--- src/rtl/hist_frame_packer.sv ---
// Frames a stream of 32-bit histogram words as header, FRAME_LEN payload words and an optional checksum trailer.
// Define HIST_FRAME_CSUM_EN to append the two's-complement checksum trailer; otherwise tlast rides on the final payload word.
module hist_frame_packer #(
    parameter int          FRAME_LEN = 16,
    parameter logic [15:0] HDR_MAGIC = 16'hA55A
) (
    input  logic        aclk,
    input  logic        aresetn,
    input  logic [31:0] s_axis_tdata,
    input  logic        s_axis_tvalid,
    output logic        s_axis_tready,
    output logic [31:0] m_axis_tdata,
    output logic        m_axis_tvalid,
    input  logic        m_axis_tready,
    output logic        m_axis_tlast,
    output logic [15:0] frame_count,
    output logic        busy
);

    localparam logic [1:0] IDLE    = 2'd0;
    localparam logic [1:0] HDR     = 2'd1;
    localparam logic [1:0] PAYLOAD = 2'd2;
`ifdef HIST_FRAME_CSUM_EN
    localparam logic [1:0] CSUM    = 2'd3;
`endif
    localparam logic [7:0] LEN8    = 8'(FRAME_LEN);

    logic [1:0]  state;
    logic [7:0]  beat_cnt;
    logic        out_hs;
    logic        in_hs;
    logic        last_word;
`ifdef HIST_FRAME_CSUM_EN
    logic [31:0] csum_acc;
`endif

    assign out_hs        = m_axis_tvalid & m_axis_tready;
    assign s_axis_tready = (state == PAYLOAD) & (!m_axis_tvalid | m_axis_tready);
    assign in_hs         = s_axis_tvalid & s_axis_tready;
    assign last_word     = (beat_cnt == LEN8 - 8'd1);
    assign busy          = (state != IDLE);

    // The output register drains first; any state action below that loads a new beat overrides the drain.
    always_ff @(posedge aclk or negedge aresetn) begin
        if (!aresetn) begin
            state         <= IDLE;
            beat_cnt      <= 8'd0;
            m_axis_tdata  <= 32'd0;
            m_axis_tvalid <= 1'b0;
            m_axis_tlast  <= 1'b0;
            frame_count   <= 16'd0;
`ifdef HIST_FRAME_CSUM_EN
            csum_acc      <= 32'd0;
`endif
        end else begin
            if (out_hs) begin
                m_axis_tvalid <= 1'b0;
                m_axis_tlast  <= 1'b0;
                if (m_axis_tlast) begin
                    frame_count <= frame_count + 16'd1;
                end
            end

            case (state)
                IDLE: begin
                    // Wait for an empty register so the header carries the already-incremented sequence number.
                    if (s_axis_tvalid && !m_axis_tvalid) begin
                        m_axis_tdata  <= {HDR_MAGIC, frame_count[7:0], LEN8};
                        m_axis_tvalid <= 1'b1;
                        m_axis_tlast  <= 1'b0;
                        beat_cnt      <= 8'd0;
`ifdef HIST_FRAME_CSUM_EN
                        csum_acc      <= 32'd0;
`endif
                        state         <= HDR;
                    end
                end
                HDR: begin
                    if (out_hs) begin
                        state <= PAYLOAD;
                    end
                end
                PAYLOAD: begin
                    if (in_hs) begin
                        m_axis_tdata  <= s_axis_tdata;
                        m_axis_tvalid <= 1'b1;
                        beat_cnt      <= beat_cnt + 8'd1;
`ifdef HIST_FRAME_CSUM_EN
                        csum_acc      <= csum_acc + s_axis_tdata;
                        m_axis_tlast  <= 1'b0;
                        if (last_word) begin
                            state <= CSUM;
                        end
`else
                        m_axis_tlast  <= last_word;
                        if (last_word) begin
                            state <= IDLE;
                        end
`endif
                    end
                end
`ifdef HIST_FRAME_CSUM_EN
                CSUM: begin
                    // Only the trailer is ever loaded with tlast set, so tlast tells us it is already queued.
                    if (m_axis_tvalid && m_axis_tlast) begin
                        if (out_hs) begin
                            state <= IDLE;
                        end
                    end else if (!m_axis_tvalid || out_hs) begin
                        m_axis_tdata  <= 32'd0 - csum_acc;
                        m_axis_tvalid <= 1'b1;
                        m_axis_tlast  <= 1'b1;
                    end
                end
`endif
                default: state <= IDLE;
            endcase
        end
    end

endmodule

--- config.mk ---
export PLATFORM = sky130hd
export DESIGN_NAME = hist_frame_packer
export DESIGN_NICKNAME = d
export VERILOG_FILES = /design/src/rtl/hist_frame_packer.sv
export SDC_FILE = /design/constraint.sdc
export NUM_CORES = 1
export LEC_CHECK = 0
export CORE_ASPECT_RATIO = 0.8
export CORE_MARGIN = 5
export CORE_UTILIZATION = 45
export CTS_CLUSTER_SIZE = 28
export DETAILED_ROUTE_END_ITERATION = 16
export HOLD_SLACK_MARGIN = 0.02
export PLACE_DENSITY_LB_ADDON = 0.12
export SYNTH_ARGS = -nofsm -noshare
export SYNTH_HDL_FRONTEND = slang
export SYNTH_SLANG_ARGS = --single-unit
--- constraint.sdc ---
create_clock -name aclk -period 1.7 [get_ports aclk]
set_input_delay 0.17 -clock aclk [delete_from_list [all_inputs] [get_ports aclk]]
set_output_delay 0.17 -clock aclk [all_outputs]
set_load 0.01 [all_outputs]
==> results.cfg <==
[final_layout]
antenna_cells = 0
fillers = 433
multi_input_area_um2 = 980.9
drive_gt1_frac = 0.1157
areaGrowthSynthToFinish_pct = 49.61
finalNetCount = 371
regArea_um2 = 1503

[global_route]
antenna_found_initial = 0
grt.met1_usage = 0.2536
track_usage = 0.1840
overflow = 0
grt_max_degree = 61
grt_pass1_vias = 2076
busiest_layer = met2
grt_pass1_wl_mm = 10.31
gr-usage-met3 = 0.08219
met2_usage = 0.2644

[floorplan]
die_w_um = 94.08
fp.coreArea_um2 = 5465
initial_core_util = 0.4657
dieArea_um2 = 7269
ioPinCount = 88
die_h_um = 77.27
rows = 24

[clock_network]
cts_root_buf = clkbuf_8
ctsLongestPathBuffers = 2
clk_latency_ns = 0.34
cts_buffers = 9
cts_setup_buffers = 0
clkTransAtPathRegs_ns = 0.07
h-tree-depth = 3
cts_sinks = 60
cts_tree = yes

[logic_synthesis]
synthTopCellsByArea = dfrtp_1 59%, a22o_1 5.5%, nand2_1 4.7%, xnor2_1 3.4%, o22a_1 3.1%
syn_area_per_cell_um2 = 11.16
synth_most_common_cell = dfrtp_1
synth.area.mux_share = 0.004425
yosysTopAreaCell = dfrtp_1
synth-seq-area-share = 0.5900
synth_top_family_by_area = simple AND/OR/NAND/NOR gates
yosys_warnings = 0
synth_simple_gate_area_frac = 0.1676
netlist_instances = 228
synthArstFlopShare = 1.000
synthAdderAreaFrac = 0.009833
synth_nets = 266
synth_compound_area_frac = 0.1480
yosys_register_bits = 60
ys_types = 41
synth_edf_count = 0
synthFlopType = dfrtp_1
synth-xor-area-share = 0.05506
ys_top_cells_by_count = 60 x dfrtp_1, 32 x nand2_1, 16 x a22o_1
netlist.area_leader.share = 0.5900
netlist_area_um2 = 2545

[critical_path]
cp_slowest_cell = dfrtp_1
start_kind = flop
cp_data_arrival_time_ns = 1.45
critPathMaxFanout = 4
path_class = reg -> out
rr_endpoint = frame_count[14]
critical_path_required_ns = 1.53
end_kind = output pin
timing.rr.start = frame_count[1]
slowest_delay_ns = 0.41
crit_buf_inv = 2
r2r_cells = 4
r2r_slack_ns = 0.17
path_cells = buf_4, or2_2, clkdlybuf4s15_1
crit_family = flip-flops

[sta]
relSlewSlack = 0.6561
min_period_ns = 1.623
max_freq_mhz = 616.0
slew_violations = 0
finalCritPeriodShare = 0.9549
setup_viol = 0
hold_ws_ns = 0.3682
hold_viol_final = 0
worst_pin_slew_ns = 0.5146
fin_setup_tns_ns = 0
rsz0062_at_grt = false
clock-skew-final_ns = 0.006232

[drt]
vias_per_cell = 5.113
drc = 0
ant_nets = 0
routed_wirelength_mm = 6.343
drtPass1Iterations = 4
wl_per_cell_um = 15.28
vias = 2122
drt_iter0_drc = 75

[power_and_ir_drop]
p_leak_nw = 1.633
power_density_nw_per_um2 = 1447
ir_worst_vdd_mv = 0.8867

[placed_design]
port_buffers = 87
gp_congestion = 0.7776
dp_hpwl_mm = 4.588

[status]
status = finished, final reports clean

[run]
cap_violations = 0

[hold_path]
hold_class = in -> async
[where the power goes]
group / switching [mW] / leakage [nW] / internal [mW]
Sequential: 0.305 / 0.767 / 1.87
Combinational: 0.831 / 0.757 / 1.17
Clock: 0.530 / 0.109 / 0.805
Total: 1.67 / 1.63 / 3.84
[logic make-up after synthesis]
family                   Yosys count
multiplexers                       1
XOR/XNOR                          16
AO/OA/AOI/OAI                     48
flip-flops                        60
adder cells (fa/ha/maj)            2
buffers and inverters             13
AND/OR/NAND/NOR                   88
[cell type report]
cell class,count,area share
inverters,2,0.001972
repair buffers,105,0.2665
clock buffers,9,0.03253
multi-input cells,155,0.2576
well taps,78,0.02563
flip-flops and latches,60,0.3947
clock inverters,6,0.02103
[metal layers]
metal | vias to the layer above | wire (um)
li1 | 1031 | -
met1 | 1020 | 3011
met2 | 62 | 2827
met3 | 9 | 447
met4 | 0 | 56
met5 | - | 0
[worst max-delay path by stage]
stage                        from              end  slack [ns]  cells past startpoint
finish                   state[1]             busy        0.08                      3
global route             state[1]             busy        0.02                      3
CTS                      state[1]             busy        0.02                      3
detailed placement  m_axis_tready      beat_cnt[5]       -0.18                      5
global placement    m_axis_tready  frame_count[11]       -0.12                      6
floorplan           m_axis_tvalid  frame_count[11]        0.11                      5
[state kept, by name (all words and copies together) (netlist names)]
name           cells
frame_count       16
beat_cnt           8
m_axis_tvalid      1
m_axis_tlast       1
m_axis_tdata      32
state              2
[cell usage in the layout, fill, tap and decap left out, types with 4 or more instances in the layout]
cell type,netlist,final
a22o_1,16,16
buf_4,1,16
o22a_1,9,9
xnor2_1,10,10
clkinv_2,0,4
clkdlybuf4s50_1,0,84
nand3_1,9,9
xor2_1,6,6
a31oi_1,9,9
dfrtp_1,60,59
nand4_1,7,7
nand2_1,32,32
nor2_1,15,15
clkbuf_8,0,9
and3_1,5,5
[repair_timing]
item | in CTS | in global routing
cloned | 0 | 0
pin swaps | 0 | 0
hold buffers | 1 | 0
resized for setup | 3 | 2
endpoints found under the hold margin | 60 | 0
setup endpoints to repair | 2 | 2
[per-stage QoR]
| step | cell area [um^2] | total power, mW | worst slack (ns) | instances | util |
|---|---|---|---|---|---|
| final | 3807 | 5.510 | 0.07674 | 415 | 0.6967 |
| after global routing | 3807 | 5.850 | 0.01774 | 415 | 0.6967 |
| after global placement | 3592 | 4.177 | -0.1159 | 399 | 0.6573 |
| after floorplan | 2545 | 3.053 | 0.1150 | 228 | - |
| after detailed placement | 3592 | 4.226 | -0.1812 | 399 | 0.6573 |
| after CTS | 3805 | 5.565 | 0.01776 | 415 | 0.6962 |
[worst register-to-register path, delay by kind of cell (launching register included)]
kind | cells | cell delay (ns)
and+or+nand+nor | 2 | 0.57
DFF | 1 | 0.48
adders and majority gates | 1 | 0.23
xor gates and xnor gates | 1 | 0.18
(Power assumes the default switching activity.)
